--- src/rtl/compare_arbiter_if.sv ---
// Handshake bundle for compare_arbiter: two operand-pair requesters
// and one result channel. The arbiter connects through the slave
// modport. The requesters and the consumer use the master modport.
interface compare_arbiter_if #(
    parameter int unsigned W = 16
);
    logic         req0_valid;
    logic [W-1:0] req0_a;
    logic [W-1:0] req0_b;
    logic         req0_ready;

    logic         req1_valid;
    logic [W-1:0] req1_a;
    logic [W-1:0] req1_b;
    logic         req1_ready;

    logic         res_valid;
    logic         res_ready;
    logic         res_id;
    logic         res_lt;
    logic         res_eq;
    logic         res_gt;

    modport slave (
        input  req0_valid, req0_a, req0_b,
        output req0_ready,
        input  req1_valid, req1_a, req1_b,
        output req1_ready,
        output res_valid, res_id, res_lt, res_eq, res_gt,
        input  res_ready
    );

    modport master (
        output req0_valid, req0_a, req0_b,
        input  req0_ready,
        output req1_valid, req1_a, req1_b,
        input  req1_ready,
        input  res_valid, res_id, res_lt, res_eq, res_gt,
        output res_ready
    );
endinterface

--- src/rtl/compare_arbiter.sv ---
// Two-requester arbiter sharing one unsigned W-bit magnitude comparator.
// Only one transaction is in flight at a time: IDLE accepts, CMP evaluates,
// and RESP holds the result until the consumer takes it.
// When both requesters are valid, the grant alternates between them.
module compare_arbiter #(
    parameter int unsigned W = 16
) (
    input  logic                clk,
    input  logic                rst,
    compare_arbiter_if.slave    bus
);

    localparam logic [1:0] IDLE = 2'd0;
    localparam logic [1:0] CMP  = 2'd1;
    localparam logic [1:0] RESP = 2'd2;

    logic [1:0]   state_q,      state_d;
    logic         last_grant_q, last_grant_d;
    logic [W-1:0] cap_a_q,      cap_a_d;
    logic [W-1:0] cap_b_q,      cap_b_d;
    logic         cap_id_q,     cap_id_d;
    logic         lt_q,         lt_d;
    logic         eq_q,         eq_d;
    logic         gt_q,         gt_d;

    logic         grant_valid;
    logic         grant_id;

    // Grant selection: a lone requester wins; on a tie the one not served last wins
    always_comb begin
        grant_valid = (state_q == IDLE) && !rst && (bus.req0_valid || bus.req1_valid);
        if (bus.req0_valid && bus.req1_valid) begin
            grant_id = ~last_grant_q;
        end else begin
            grant_id = bus.req1_valid;
        end
    end

    // Next-state, operand capture and compare evaluation
    always_comb begin
        state_d      = state_q;
        last_grant_d = last_grant_q;
        cap_a_d      = cap_a_q;
        cap_b_d      = cap_b_q;
        cap_id_d     = cap_id_q;
        lt_d         = lt_q;
        eq_d         = eq_q;
        gt_d         = gt_q;
        case (state_q)
            IDLE: begin
                if (grant_valid) begin
                    state_d      = CMP;
                    last_grant_d = grant_id;
                    cap_id_d     = grant_id;
                    cap_a_d      = grant_id ? bus.req1_a : bus.req0_a;
                    cap_b_d      = grant_id ? bus.req1_b : bus.req0_b;
                end
            end
            CMP: begin
                lt_d    = (cap_a_q <  cap_b_q);
                eq_d    = (cap_a_q == cap_b_q);
                gt_d    = (cap_a_q >  cap_b_q);
                state_d = RESP;
            end
            RESP: begin
                if (bus.res_ready) begin
                    state_d = IDLE;
                end
            end
            default: begin
                state_d = IDLE;
            end
        endcase
    end

    // State registers; reset discards any in-flight transaction
    always_ff @(posedge clk) begin
        if (rst) begin
            state_q      <= IDLE;
            last_grant_q <= 1'b1;
            cap_a_q      <= '0;
            cap_b_q      <= '0;
            cap_id_q     <= 1'b0;
            lt_q         <= 1'b0;
            eq_q         <= 1'b0;
            gt_q         <= 1'b0;
        end else begin
            state_q      <= state_d;
            last_grant_q <= last_grant_d;
            cap_a_q      <= cap_a_d;
            cap_b_q      <= cap_b_d;
            cap_id_q     <= cap_id_d;
            lt_q         <= lt_d;
            eq_q         <= eq_d;
            gt_q         <= gt_d;
        end
    end

    // Output drive: readys only for the granted requester; result fields
    // are forced low whenever no result is being offered
    always_comb begin
        bus.req0_ready = grant_valid && !grant_id;
        bus.req1_ready = grant_valid &&  grant_id;
        bus.res_valid  = (state_q == RESP);
        bus.res_id     = bus.res_valid && cap_id_q;
        bus.res_lt     = bus.res_valid && lt_q;
        bus.res_eq     = bus.res_valid && eq_q;
        bus.res_gt     = bus.res_valid && gt_q;
    end

endmodule

--- src/flat_wrapper.sv ---
// flat-port wrapper written by rule: the top's interface ports become plain ports
module compare_arbiter_flat 
#(
    parameter int unsigned W = 16
)
  (clk, rst, bus_req0_valid, bus_req0_a, bus_req0_b, bus_req0_ready, bus_req1_valid, bus_req1_a, bus_req1_b, bus_req1_ready, bus_res_valid, bus_res_id, bus_res_lt, bus_res_eq, bus_res_gt, bus_res_ready);
  compare_arbiter_if #(.W(W)) bus_i ();
  input  logic clk;
  input  logic rst;
  input wire logic [$bits(bus_i.req0_valid)-1:0] bus_req0_valid;
  input wire logic [$bits(bus_i.req0_a)-1:0] bus_req0_a;
  input wire logic [$bits(bus_i.req0_b)-1:0] bus_req0_b;
  output wire logic [$bits(bus_i.req0_ready)-1:0] bus_req0_ready;
  input wire logic [$bits(bus_i.req1_valid)-1:0] bus_req1_valid;
  input wire logic [$bits(bus_i.req1_a)-1:0] bus_req1_a;
  input wire logic [$bits(bus_i.req1_b)-1:0] bus_req1_b;
  output wire logic [$bits(bus_i.req1_ready)-1:0] bus_req1_ready;
  output wire logic [$bits(bus_i.res_valid)-1:0] bus_res_valid;
  output wire logic [$bits(bus_i.res_id)-1:0] bus_res_id;
  output wire logic [$bits(bus_i.res_lt)-1:0] bus_res_lt;
  output wire logic [$bits(bus_i.res_eq)-1:0] bus_res_eq;
  output wire logic [$bits(bus_i.res_gt)-1:0] bus_res_gt;
  input wire logic [$bits(bus_i.res_ready)-1:0] bus_res_ready;
  assign bus_i.req0_valid = bus_req0_valid;
  assign bus_i.req0_a = bus_req0_a;
  assign bus_i.req0_b = bus_req0_b;
  assign bus_req0_ready = bus_i.req0_ready;
  assign bus_i.req1_valid = bus_req1_valid;
  assign bus_i.req1_a = bus_req1_a;
  assign bus_i.req1_b = bus_req1_b;
  assign bus_req1_ready = bus_i.req1_ready;
  assign bus_res_valid = bus_i.res_valid;
  assign bus_res_id = bus_i.res_id;
  assign bus_res_lt = bus_i.res_lt;
  assign bus_res_eq = bus_i.res_eq;
  assign bus_res_gt = bus_i.res_gt;
  assign bus_i.res_ready = bus_res_ready;
  compare_arbiter #(.W(W)) u_core (.clk(clk), .rst(rst), .bus(bus_i));
endmodule
--- config.mk ---
export PLATFORM = sky130hd
export DESIGN_NAME = compare_arbiter_flat
export DESIGN_NICKNAME = d
export VERILOG_FILES = /design/src/rtl/compare_arbiter_if.sv /design/src/rtl/compare_arbiter.sv /design/src/flat_wrapper.sv
export SDC_FILE = /design/constraint.sdc
export NUM_CORES = 1
export LEC_CHECK = 0
export CORE_MARGIN = 2
export CORE_UTILIZATION = 47
export CTS_BUF_LIST = sky130_fd_sc_hd__clkbuf_4
export DETAILED_ROUTE_END_ITERATION = 16
export HOLD_SLACK_MARGIN = 0.02
export PLACE_DENSITY = 0.84
export SLEW_MARGIN = 20
export SYNTH_ARGS = -nofsm -noshare
export SYNTH_HDL_FRONTEND = slang
export SYNTH_SLANG_ARGS = --single-unit
--- constraint.sdc ---
create_clock -name clk -period 2.42 [get_ports clk]
set_input_delay 0.484 -clock clk [delete_from_list [all_inputs] [get_ports clk]]
set_output_delay 0.484 -clock clk [all_outputs]
set_load 0.005 [all_outputs]
* Word level (Yosys, flattened, before mapping)
Index checks and enable logic that the tools add are counted.
** Storage, ports and cells
- Register bits after elaboration :: 39
- Bits in latches :: 0
- RAM bits :: 0
- ROM bits :: 0
- Input bits :: 69
- Output and inout port bits :: 7
- Logic and storage cells :: 37
- Memories kept :: 0
** Cells by class
- $add $sub $neg :: 0
- Multiply operators :: 0
- Div/mod/pow operators :: 0
- Order comparisons :: 2
- Eq/ne operators :: 5
- Shift operators :: 0
- Multiplexer cells :: 6
- Bitwise logic cells :: 1
- Reduce and logical (&&, ||, !) cells :: 15
** Operator list (number)
- $mux W16 :: 2
- $eq A16 B16 Y1 :: 1
- $gt A16 B16 Y1 :: 1
- $lt A16 B16 Y1 :: 1
- $logic_and A1 B1 Y1 :: 9
- $pmux W2 S3 :: 1
- $mux W2 :: 2
- $ne A2 B1 Y1 const B :: 2
- $reduce_and A2 Y1 :: 2
- $eq A2 B1 Y1 const B :: 1
- $eq A2 B2 Y1 const B :: 1
- $logic_not A1 Y1 :: 2
- $logic_not A2 Y1 :: 1
- $logic_or A1 B1 Y1 :: 1
- $mux W1 :: 1
- $not A1 Y1 :: 1

* Logic depth before layout (Yosys ltp)
Gate-level depths: netlist (run 1).
- Depth in word-level cells :: 5
- Mapped depth :: 7
- Mapped depth without buffers :: 6

* Worst setup path after synthesis (run 1)
No wires, ideal clock.
- Path type :: input-to-output
- Start point :: input rst
- End point :: output bus_req1_ready
- Arrival :: 1.341 ns
- Required time :: 1.936 ns
- Path slack :: 0.595 ns
- Stages on the path :: 5
- Path buffers :: 1
- Path through :: or4_4 > clkinv_2 > buf_4 > nand2_1 > inv_1
** Between the ends
- Longest elaborated chain between the ends :: 4
** RTL lines
- from (decl) :: RTL line flat_wrapper.sv:9 : input logic rst;
- $logic_not A1 Y1 :: RTL line compare_arbiter.sv:31 : grant_valid = (state_q == IDLE) && !rst && (bus.req0_valid || bus.req1_valid);
- $logic_and A1 B1 Y1 (2 in series) :: RTL line compare_arbiter.sv:31
- $logic_and A1 B1 Y1 :: RTL line compare_arbiter.sv:103 : bus.req1_ready = grant_valid && grant_id;
- to (decl) :: RTL line flat_wrapper.sv:17 : output wire logic [$bits(bus_i.req1_ready)-1:0] bus_req1_ready;
Every way passes these cells.

* Worst setup path in the final report (run 1)
- Start point :: input rst
- End point :: output bus_req0_ready
** Between the ends
- Longest elaborated chain between the ends :: 4
** RTL lines
- $logic_not A1 Y1 :: RTL line compare_arbiter.sv:31
- $logic_and A1 B1 Y1 (2 in series) :: RTL line compare_arbiter.sv:31
- $logic_and A1 B1 Y1 :: RTL line compare_arbiter.sv:102 : bus.req0_ready = grant_valid && !grant_id;
- to (decl) :: RTL line flat_wrapper.sv:13 : output wire logic [$bits(bus_i.req0_ready)-1:0] bus_req0_ready;
Every way passes these cells.

==> results of run 1 <==
-- stage by stage --
| stage | hold slack [ps] | power (mW) | setup TNS, ps | instance area, sq um | setup WS [ps] |
|---|---|---|---|---|---|
| finish | 470.2 | 1.537 | 0 | 3017 | 93.66 |
| global route | 507.1 | 1.634 | 0 | 3017 | 16.95 |
| CTS | 473.3 | 1.547 | -175.3 | 2995 | -175.3 |
| detailed placement | 457.5 | 1.222 | -1849 | 2945 | -193.2 |
| global placement | 441.1 | 1.204 | -272.3 | 2945 | -154.7 |
| floorplan | 431.7 | 1.043 | 0 | 2163 | 595.3 |
-- synth_stat cells, types with 2 or more instances --
| master | number |
|---|---|
| o21ai_0 | 4 |
| nor4_1 | 2 |
| buf_4 | 3 |
| mux2i_1 | 32 |
| a21oi_1 | 9 |
| nor3_1 | 3 |
| nand4_1 | 2 |
| nand2_1 | 12 |
| nand2b_1 | 3 |
| buf_6 | 2 |
| clkbuf_1 | 4 |
| a211oi_2 | 10 |
| buf_2 | 6 |
| dfxtp_1 | 39 |
| and2_1 | 4 |
| a211oi_1 | 22 |
| inv_1 | 19 |
| ha_1 | 16 |
| nor2_1 | 37 |
-- state kept, by name, summed over array words and instances (netlist names) --
signal / cells
u_core.state_q: 2
u_core.cap_b_q: 16
u_core.last_grant_q: 1
u_core.eq_q: 1
u_core.gt_q: 1
u_core.lt_q: 1
u_core.cap_a_q: 16
u_core.cap_id_q: 1
-- worst paths after layout --
check | from | end | cells past startpoint
worst min register to register | u_core.cap_id_q | u_core.cap_id_q | 2
worst max-delay path | rst | bus_req0_ready | 5
worst max register to register | u_core.cap_b_q[15] | u_core.lt_q | 6
worst min-delay path | u_core.cap_id_q | u_core.cap_id_q | 2
-- cell type report --
cell class / count / area (sq um)
fillers: 356 / 1368
flip-flops and latches: 39 / 780.7
inverters: 20 / 77.57
multi-input cells: 165 / 1227
clock buffers: 6 / 45.04
repair buffers: 83 / 813.3
clock inverters: 2 / 7.507
well taps: 52 / 65.06
-- cells by family (layout without fill, tap and decap cells) --
| group | count (synthesis) | in the layout | share of synthesized area |
|---|---|---|---|
| simple gates | 66 | 66 | 0.1353 |
| buf+inv | 35 | 111 | 0.07692 |
| fa+ha+maj | 16 | 16 | 0.09254 |
| flops | 39 | 39 | 0.3609 |
| compound gates | 51 | 51 | 0.1862 |
| mux | 32 | 32 | 0.1481 |
-- layer usage --
| layer | vias to the layer above | GRT usage | wire length [um] | part of all wire |
|---|---|---|---|---|
| met5 | - | 0 | 0 | 0 |
| met4 | 0 | 0.06918 | 91 | 0.019 |
| met3 | 12 | 0.04501 | 275 | 0.057 |
| met2 | 57 | 0.3364 | 2360 | 0.49 |
| li1 | 991 | - | - | - |
| met1 | 856 | 0.2400 | 2059 | 0.43 |
-- power groups by stage --
stage	Combinational, mW	Sequential, mW	Clock [mW]
6_report	0.473	0.738	0.326
5_1_grt	0.532	0.746	0.357
4_1_cts	0.471	0.739	0.337
3_5_place_dp	0.469	0.753	0
3_3_place_gp	0.452	0.751	0
2_1_floorplan	0.300	0.743	0
-- timing repair --
action / CTS / global route
hold buffers: 0 / 0
resized for setup: 2 / 3
pin swaps: 0 / 1
setup buffers: 0 / 2
setup endpoints to repair: 2 / 1
-- critical path: stages --
cell             delay, ps
clkdlybuf4s50_1        420
or4_4                  460
buf_4                  160
nor2_1                  90
dlygate4sd2_1          240
==> results.yml, run 1 <==
power:
  p_comb_frac: 0.308
  switchingPower_mw: 0.4620
  powerDensity_nw_per_um2: 509.6
  intPower_mw: 1.075
  clkPwrFrac: 0.212
  p_sw_frac: 0.3005
  worst_ir_drop_vdd_mv: 0.2842
  p_seq_frac: 0.480
  leakage_nw: 1.214
die:
  die_h_um: 71.85
  ios: 76
  coreArea_sq_um: 4384
  die_area_sq_um: 5162
  fp-row-count: 24
  die_w_um: 71.85
  initial_core_util: 0.4934
critical_path:
  ff2ff_setup_slack_ps: 350
  worst_ep_arrival_time_ps: 1840
  critPathKind: "in -> out"
  cp-start-kind: "input port"
  crit_required_ps: 1940
  crit_fanout: 2
  critPathCaptureType: "output pin"
global_routing:
  grt_max_degree: 66
  grt_pass1_vias: 1871
  overflow: 0
  grt_pass1_wl_mm: 7.976
  grt_usage: 0.1959
  antenna_found_initial: 0
timing:
  finalClockSkew_ps: 10.77
  drv_slew: 0
  finalHoldViolCount: 0
  setup_viol: 0
  finalCritPeriodShare: 0.9613
  period_needed_ps: 2326
  max_freq_mhz: 429.9
  slew_headroom: 0.5687
  rsz0062_at_grt: "false"
  worst_pin_slew_ps: 646.9
yosys:
  synth_seq_cells: 39
  synth_edf_count: 0
  yosysTopAreaCellShare: 0.3609
  syn_nets: 324
  yosysSeqAreaShare: 0.3609
  synth_top_area_cell: "dfxtp_1"
  syn_inst: 239
  synth.area.top_cells: "dfxtp_1, mux2i_1, ha_1, a211oi_1, nor2_1"
  avgSynthCellArea_sq_um: 9.052
  ys_async_sr_fraction: 0
  post_synth_num_cell_types: 29
  yosys_warnings: 0
  ys.flop_type: "dfxtp_1"
  syn_area_sq_um: 2163
finish:
  drive_gt1_frac: 0.08889
  final_common_cell: "clkdlybuf4s50_1"
  area_delta_synth_final_pct: 39.44
  nNetsFinal: 399
  utilization: 0.6881
  final_cells: 367
  diodes: 0
  final_cell_mix: "clkdlybuf4s50_1, dfxtp_1, nor2_1"
placed_design:
  numPortBuffers: 75
  place_inst: 357
  dpl.hpwl_mm: 3.541
  globalplace.congestion: 0.7547
detailed_routing:
  first_pass_iters: 4
  drtAntennaViolNets: 0
  wirelength_mm: 4.787
  drc_errors: 0
  wl_per_cell_um: 13.04
  num_vias: 1916
  drtIter0Drc: 75
  vias_per_cell: 5.221
clock_network:
  clockBufferDepth: 2
  cts_tree: "done"
  clkTransAtPathRegs_ps: 110
  numCtsBuffers: 5
  htreeDepth: 2
  clock_latency_ps: 350
  root_buffer: "clkbuf_4"
  clock-sinks: 39
outcome:
  status: "complete, no violations"
hold_path:
  hp-class: "reg -> reg"
job:
  cap_viol_max_count: 0
No activity file was read; power rests on OpenSTA's default activity.
==> run 2, diff against run 1 <==
==> constraint.sdc (replaced) <==
create_clock -name clk -period 2.42 [get_ports clk]
set_input_delay 0.484 -clock clk [delete_from_list [all_inputs] [get_ports clk]]
set_output_delay 0.484 -clock clk [all_outputs]
set_load 0.02 [all_outputs]
==> run 2 against run 1 <==
Against the previous run:
- clock power is 5% lower
- combinational power hardly changed
- global-route usage is 0.22 points lower
- core utilization is 0.46 points lower
- critical endpoint unchanged
- hold slack worse by 13 ps
- worst setup slack worse by 21 ps
==> results.yml, run 2 (same netlist as run 1, synthesis figures left out) <==
timing:
  hold_slack_ps: 456.9
  worst_pin_slew_ps: 642.7
  drv_slew: 0
  rsz0062_at_grt: "false"
  period_needed_ps: 2348
  max_freq_mhz: 426.0
  finalClockSkew_ps: 6.046
  slew_headroom: 0.5715
  finalHoldViolCount: 0
  finalCritPeriodShare: 0.9701
  setup_viol: 0
finish:
  diodes: 0
  nNetsFinal: 398
  multi_input_area_sq_um: 1230
  seqCellArea_sq_um: 780.7
  fillers: 379
  final_cells: 365
  area_delta_synth_final_pct: 38.52
  drive_gt1_frac: 0.09265
  reg.largest.list: "u_core.cap_a_q (16), u_core.cap_b_q (16), u_core.state_q (2)"
  utilization: 0.6835
  final_cell_mix: "clkdlybuf4s50_1, dfxtp_1, nor2_1"
  final_common_cell: "clkdlybuf4s50_1"
clock_network:
  clkTransAtPathRegs_ps: 100
  clock_latency_ps: 350
  cts_tree: "done"
  htreeDepth: 2
  numCtsBuffers: 5
  root_buffer: "clkbuf_4"
  clockBufferDepth: 2
  clock-sinks: 39
job:
  cap_viol_max_count: 0
critical_path:
  crit_fanout: 3
  crit_family: "buffers and inverters"
  r2r-start: "u_core.cap_b_q[15]"
  crit_required_ps: 1940
  rr_worst_depth: 6
  r2r-end: "u_core.lt_q"
  cp-start-kind: "input port"
  worst_ep_arrival_time_ps: 1860
  critPathCaptureType: "output pin"
  worst_path_max_delay_cell: "clkdlybuf4s50_1"
  critPathKind: "in -> out"
  crit_top_cell: "nor2_1"
  ff2ff_setup_slack_ps: 410
  critPathBufInv: 2
  crit_start: "bus_req0_valid"
  critical_path_depth: 5
  crit_chain: "clkdlybuf4s50_1 -> nor2_1 -> or4_4 -> nor2_1 -> clkdlybuf4s15_1"
  crit_end: "bus_req0_ready"
  max_stage_delay_ps: 480
power:
  worst_ir_drop_vdd_mv: 0.3360
  power_mw: 1.521
  powerDensity_nw_per_um2: 507.5
  leakage_nw: 1.177
detailed_routing:
  first_pass_iters: 4
  drtAntennaViolNets: 0
  drc_errors: 0
  drtIter0Drc: 40
  wl_per_cell_um: 12.60
  num_vias: 1873
  wirelength_mm: 4.599
  vias_per_cell: 5.132
die:
  die_area_sq_um: 5162
  coreArea_sq_um: 4384
  fp-row-count: 24
  die_w_um: 71.85
  die_h_um: 71.85
  ios: 76
  initial_core_util: 0.4934
global_routing:
  grt_usage: 0.1937
  antenna_found_initial: 0
  grt_pass1_wl_mm: 7.893
  overflow: 0
  grt_pass1_vias: 1875
  grt_max_degree: 66
placed_design:
  place_inst: 358
  dpl.hpwl_mm: 3.383
  globalplace.congestion: 0.7572
  numPortBuffers: 75
outcome:
  status: "complete, no violations"
hold_path:
  hp-class: "reg -> reg"
==> run 2: layer usage <==
metal | vias up | share of wire | GRT usage
li1 | 991 | - | -
met1 | 820 | 0.43 | 0.2187
met2 | 56 | 0.49 | 0.3549
met3 | 6 | 0.074 | 0.05626
met4 | 0 | 0.012 | 0.05031
met5 | - | 0 | 0
==> run 2: tightest hold or removal path: stages (launching register included) <==
cell	delay [ps]
dfxtp_1	320
nand2_1	50
a21oi_1	50
==> run 2: cell type report <==
type / count / share of cell area
Inverter: 20 / 0.02547
Timing Repair Buffer: 82 / 0.2664
Sequential cell: 39 / 0.2605
Clock inverter: 2 / 0.002923
Tap cell: 52 / 0.02171
Multi-Input combinational cell: 165 / 0.4104
Clock buffer: 5 / 0.01253
==> run 2: worst min-delay path by stage <==
stage	startpoint	to	slack [ps]	depth (start not counted)
2_1_floorplan	u_core.last_grant_q	u_core.last_grant_q	430	2
3_3_place_gp	u_core.cap_id_q	u_core.cap_id_q	440	2
3_5_place_dp	u_core.cap_id_q	u_core.cap_id_q	440	2
4_1_cts	u_core.cap_id_q	u_core.cap_id_q	460	2
5_1_grt	u_core.cap_id_q	u_core.cap_id_q	480	2
6_report	u_core.cap_id_q	u_core.cap_id_q	460	2
==> run 2: report_power, final <==
group	switching, mW	internal [mW]	leakage (nW)	total [mW]
logic	0.221	0.251	0.827	0.471
registers	0.0349	0.704	0.322	0.739
clock network	0.207	0.103	0.0285	0.310
total	0.463	1.06	1.18	1.52
==> run 2: what timing repair did <==
item / in CTS / in global routing
resized for setup: 3 / 3
hold buffers: 0 / 0
buffers inserted: 0 / 0
setup endpoints to repair: 2 / 6
==> run 2: metrics by stage <==
stage	setup WS, ps	TNS [ps]	cell area, sq um
after floorplan	509.5	0	2163
after global placement	-250.1	-462.0	2953
after detailed placement	-281.4	-1167	2953
after CTS	10.58	0	2998
after global routing	9.968	0	2997
final	72.39	0	2997
==> run 3, diff against run 2 <==
--- a/config.mk
+++ b/config.mk
@@ -5,11 +5,11 @@
 export SDC_FILE = /design/constraint.sdc
 export NUM_CORES = 1
 export LEC_CHECK = 0
-export CORE_MARGIN = 2
+export ABC_CLOCK_PERIOD_IN_PS = 2420
+export CORE_MARGIN = 4
 export CORE_UTILIZATION = 47
 export CTS_BUF_LIST = sky130_fd_sc_hd__clkbuf_4
 export DETAILED_ROUTE_END_ITERATION = 16
-export HOLD_SLACK_MARGIN = 0.02
 export PLACE_DENSITY = 0.84
 export SLEW_MARGIN = 20
 export SYNTH_ARGS = -nofsm -noshare
==> run 3 against run 2 <==
Against the previous run:
- hold slack better by 9.4 ps
- die area grew 11%
- critical path depth stayed put
- critical endpoint unchanged
- highest routed layer unchanged
==> results.yml, run 3 (same netlist as run 1, synthesis figures left out) <==
finish:
  fillers: 371
  final_cell_mix: "clkdlybuf4s50_1, dfxtp_1, nor2_1"
  final_cells: 363
  utilization: 0.6740
  drive_gt1_frac: 0.09003
  final_common_cell: "clkdlybuf4s50_1"
  area_delta_synth_final_pct: 37.54
  reg.largest.list: "u_core.cap_a_q (16), u_core.cap_b_q (16), u_core.state_q (2)"
  diodes: 0
  nNetsFinal: 396
detailed_routing:
  drtAntennaViolNets: 0
  wirelength_mm: 4.640
  vias_per_cell: 5.273
  num_vias: 1914
  first_pass_iters: 4
  wl_per_cell_um: 12.78
  drc_errors: 0
  drtIter0Drc: 57
die:
  die_area_sq_um: 5752
  die_h_um: 75.85
  die_w_um: 75.85
  coreArea_sq_um: 4414
  fp-row-count: 24
  initial_core_util: 0.4901
  ios: 76
clock_network:
  cts_tree: "done"
  clock-sinks: 39
  htreeDepth: 2
  postCtsSetupRepairBufs: 0
  clkTransAtPathRegs_ps: 110
  numCtsBuffers: 5
  clock_latency_ps: 350
  clockBufferDepth: 2
  cts_hold_buf: 0
  root_buffer: "clkbuf_4"
timing:
  finalClockSkew_ps: 6.174
  drv_slew: 0
  tns_ps: 0
  hold_slack_ps: 466.3
  max_freq_mhz: 421.7
  rsz0062_at_grt: "false"
  setup_viol: 0
  worst_pin_slew_ps: 640.6
  finalHoldViolCount: 0
  period_needed_ps: 2371
  slew_headroom: 0.5729
  finalCritPeriodShare: 0.9799
placed_design:
  place_inst: 356
  dpl.hpwl_mm: 3.583
  globalplace.congestion: 0.7993
  numPortBuffers: 75
critical_path:
  worst_path_max_delay_cell: "clkdlybuf4s50_1"
  worst_ep_arrival_time_ps: 1890
  critPathKind: "in -> out"
  max_stage_delay_ps: 480
  cp-start-kind: "input port"
  crit_top_cell: "nor2_1"
  crit_chain: "clkdlybuf4s50_1 -> nor2_1 -> or4_4 -> nor2_1 -> clkdlybuf4s15_1"
  crit_required_ps: 1940
  crit_fanout: 4
  critPathCaptureType: "output pin"
global_routing:
  grt_usage: 0.1681
  grt_pass1_wl_mm: 7.562
  overflow: 0
  antenna_found_initial: 0
  grt_max_degree: 66
  grt_pass1_vias: 1797
power:
  powerDensity_nw_per_um2: 509.6
  power_mw: 1.516
  leakage_nw: 1.170
  worst_ir_drop_vdd_mv: 0.2560
hold_path:
  hp-class: "reg -> reg"
outcome:
  status: "complete, no violations"
job:
  cap_viol_max_count: 0
[run 3: layer usage]
metal | vias up | share of wire | global-route usage
met5 | - | 0 | 0
met4 | 0 | 0.0084 | 0.05243
met3 | 7 | 0.072 | 0.03430
met2 | 59 | 0.50 | 0.2956
met1 | 860 | 0.42 | 0.2044
li1 | 988 | - | -
[run 3: where the power goes]
part	switching [mW]	total, mW	internal (mW)
registers	0.0360	0.740	0.704
logic	0.219	0.465	0.245
clock network	0.208	0.311	0.103
total	0.463	1.52	1.05
[run 3: layout make-up]
class                      instances  area, sq um  share of cell area
inverter                          20        76.32             0.02565
clock inverter                     2        8.758            0.002944
clock buffer                       5        37.54             0.01262
timing repair buffer              80        777.0              0.2611
sequential                        39        780.7              0.2624
multi-input combinational        165         1230              0.4134
tap                               52        65.06             0.02187
[run 3: path summary, 6_finish.rpt]
check / startpoint / depth (start not counted) / end / slack (ps)
max: bus_req1_valid / 5 / bus_req0_ready / 50
min: u_core.cap_id_q / 2 / u_core.cap_id_q / 470
max reg2reg: u_core.cap_b_q[15] / 6 / u_core.lt_q / 450
min reg2reg: u_core.cap_id_q / 2 / u_core.cap_id_q / 470
[run 3: worst max-delay path, delay by kind of cell]
kind | cells | cell delay (ps)
buffers and inverters | 2 | 780
AND/OR/NAND/NOR | 3 | 620
[run 3: repair_timing]
item / CTS / global route
gates cloned: 0 / 0
resized for setup: 6 / 2
setup endpoints to repair: 2 / 3
[run 3: stage by stage]
step / cell area, sq um / worst slack [ps]
global placement: 2933 / -329.0
CTS: 2979 / 32.01
floorplan: 2163 / 509.5
detailed placement: 2933 / -352.8
global route: 2975 / 9.733
finish: 2975 / 48.76
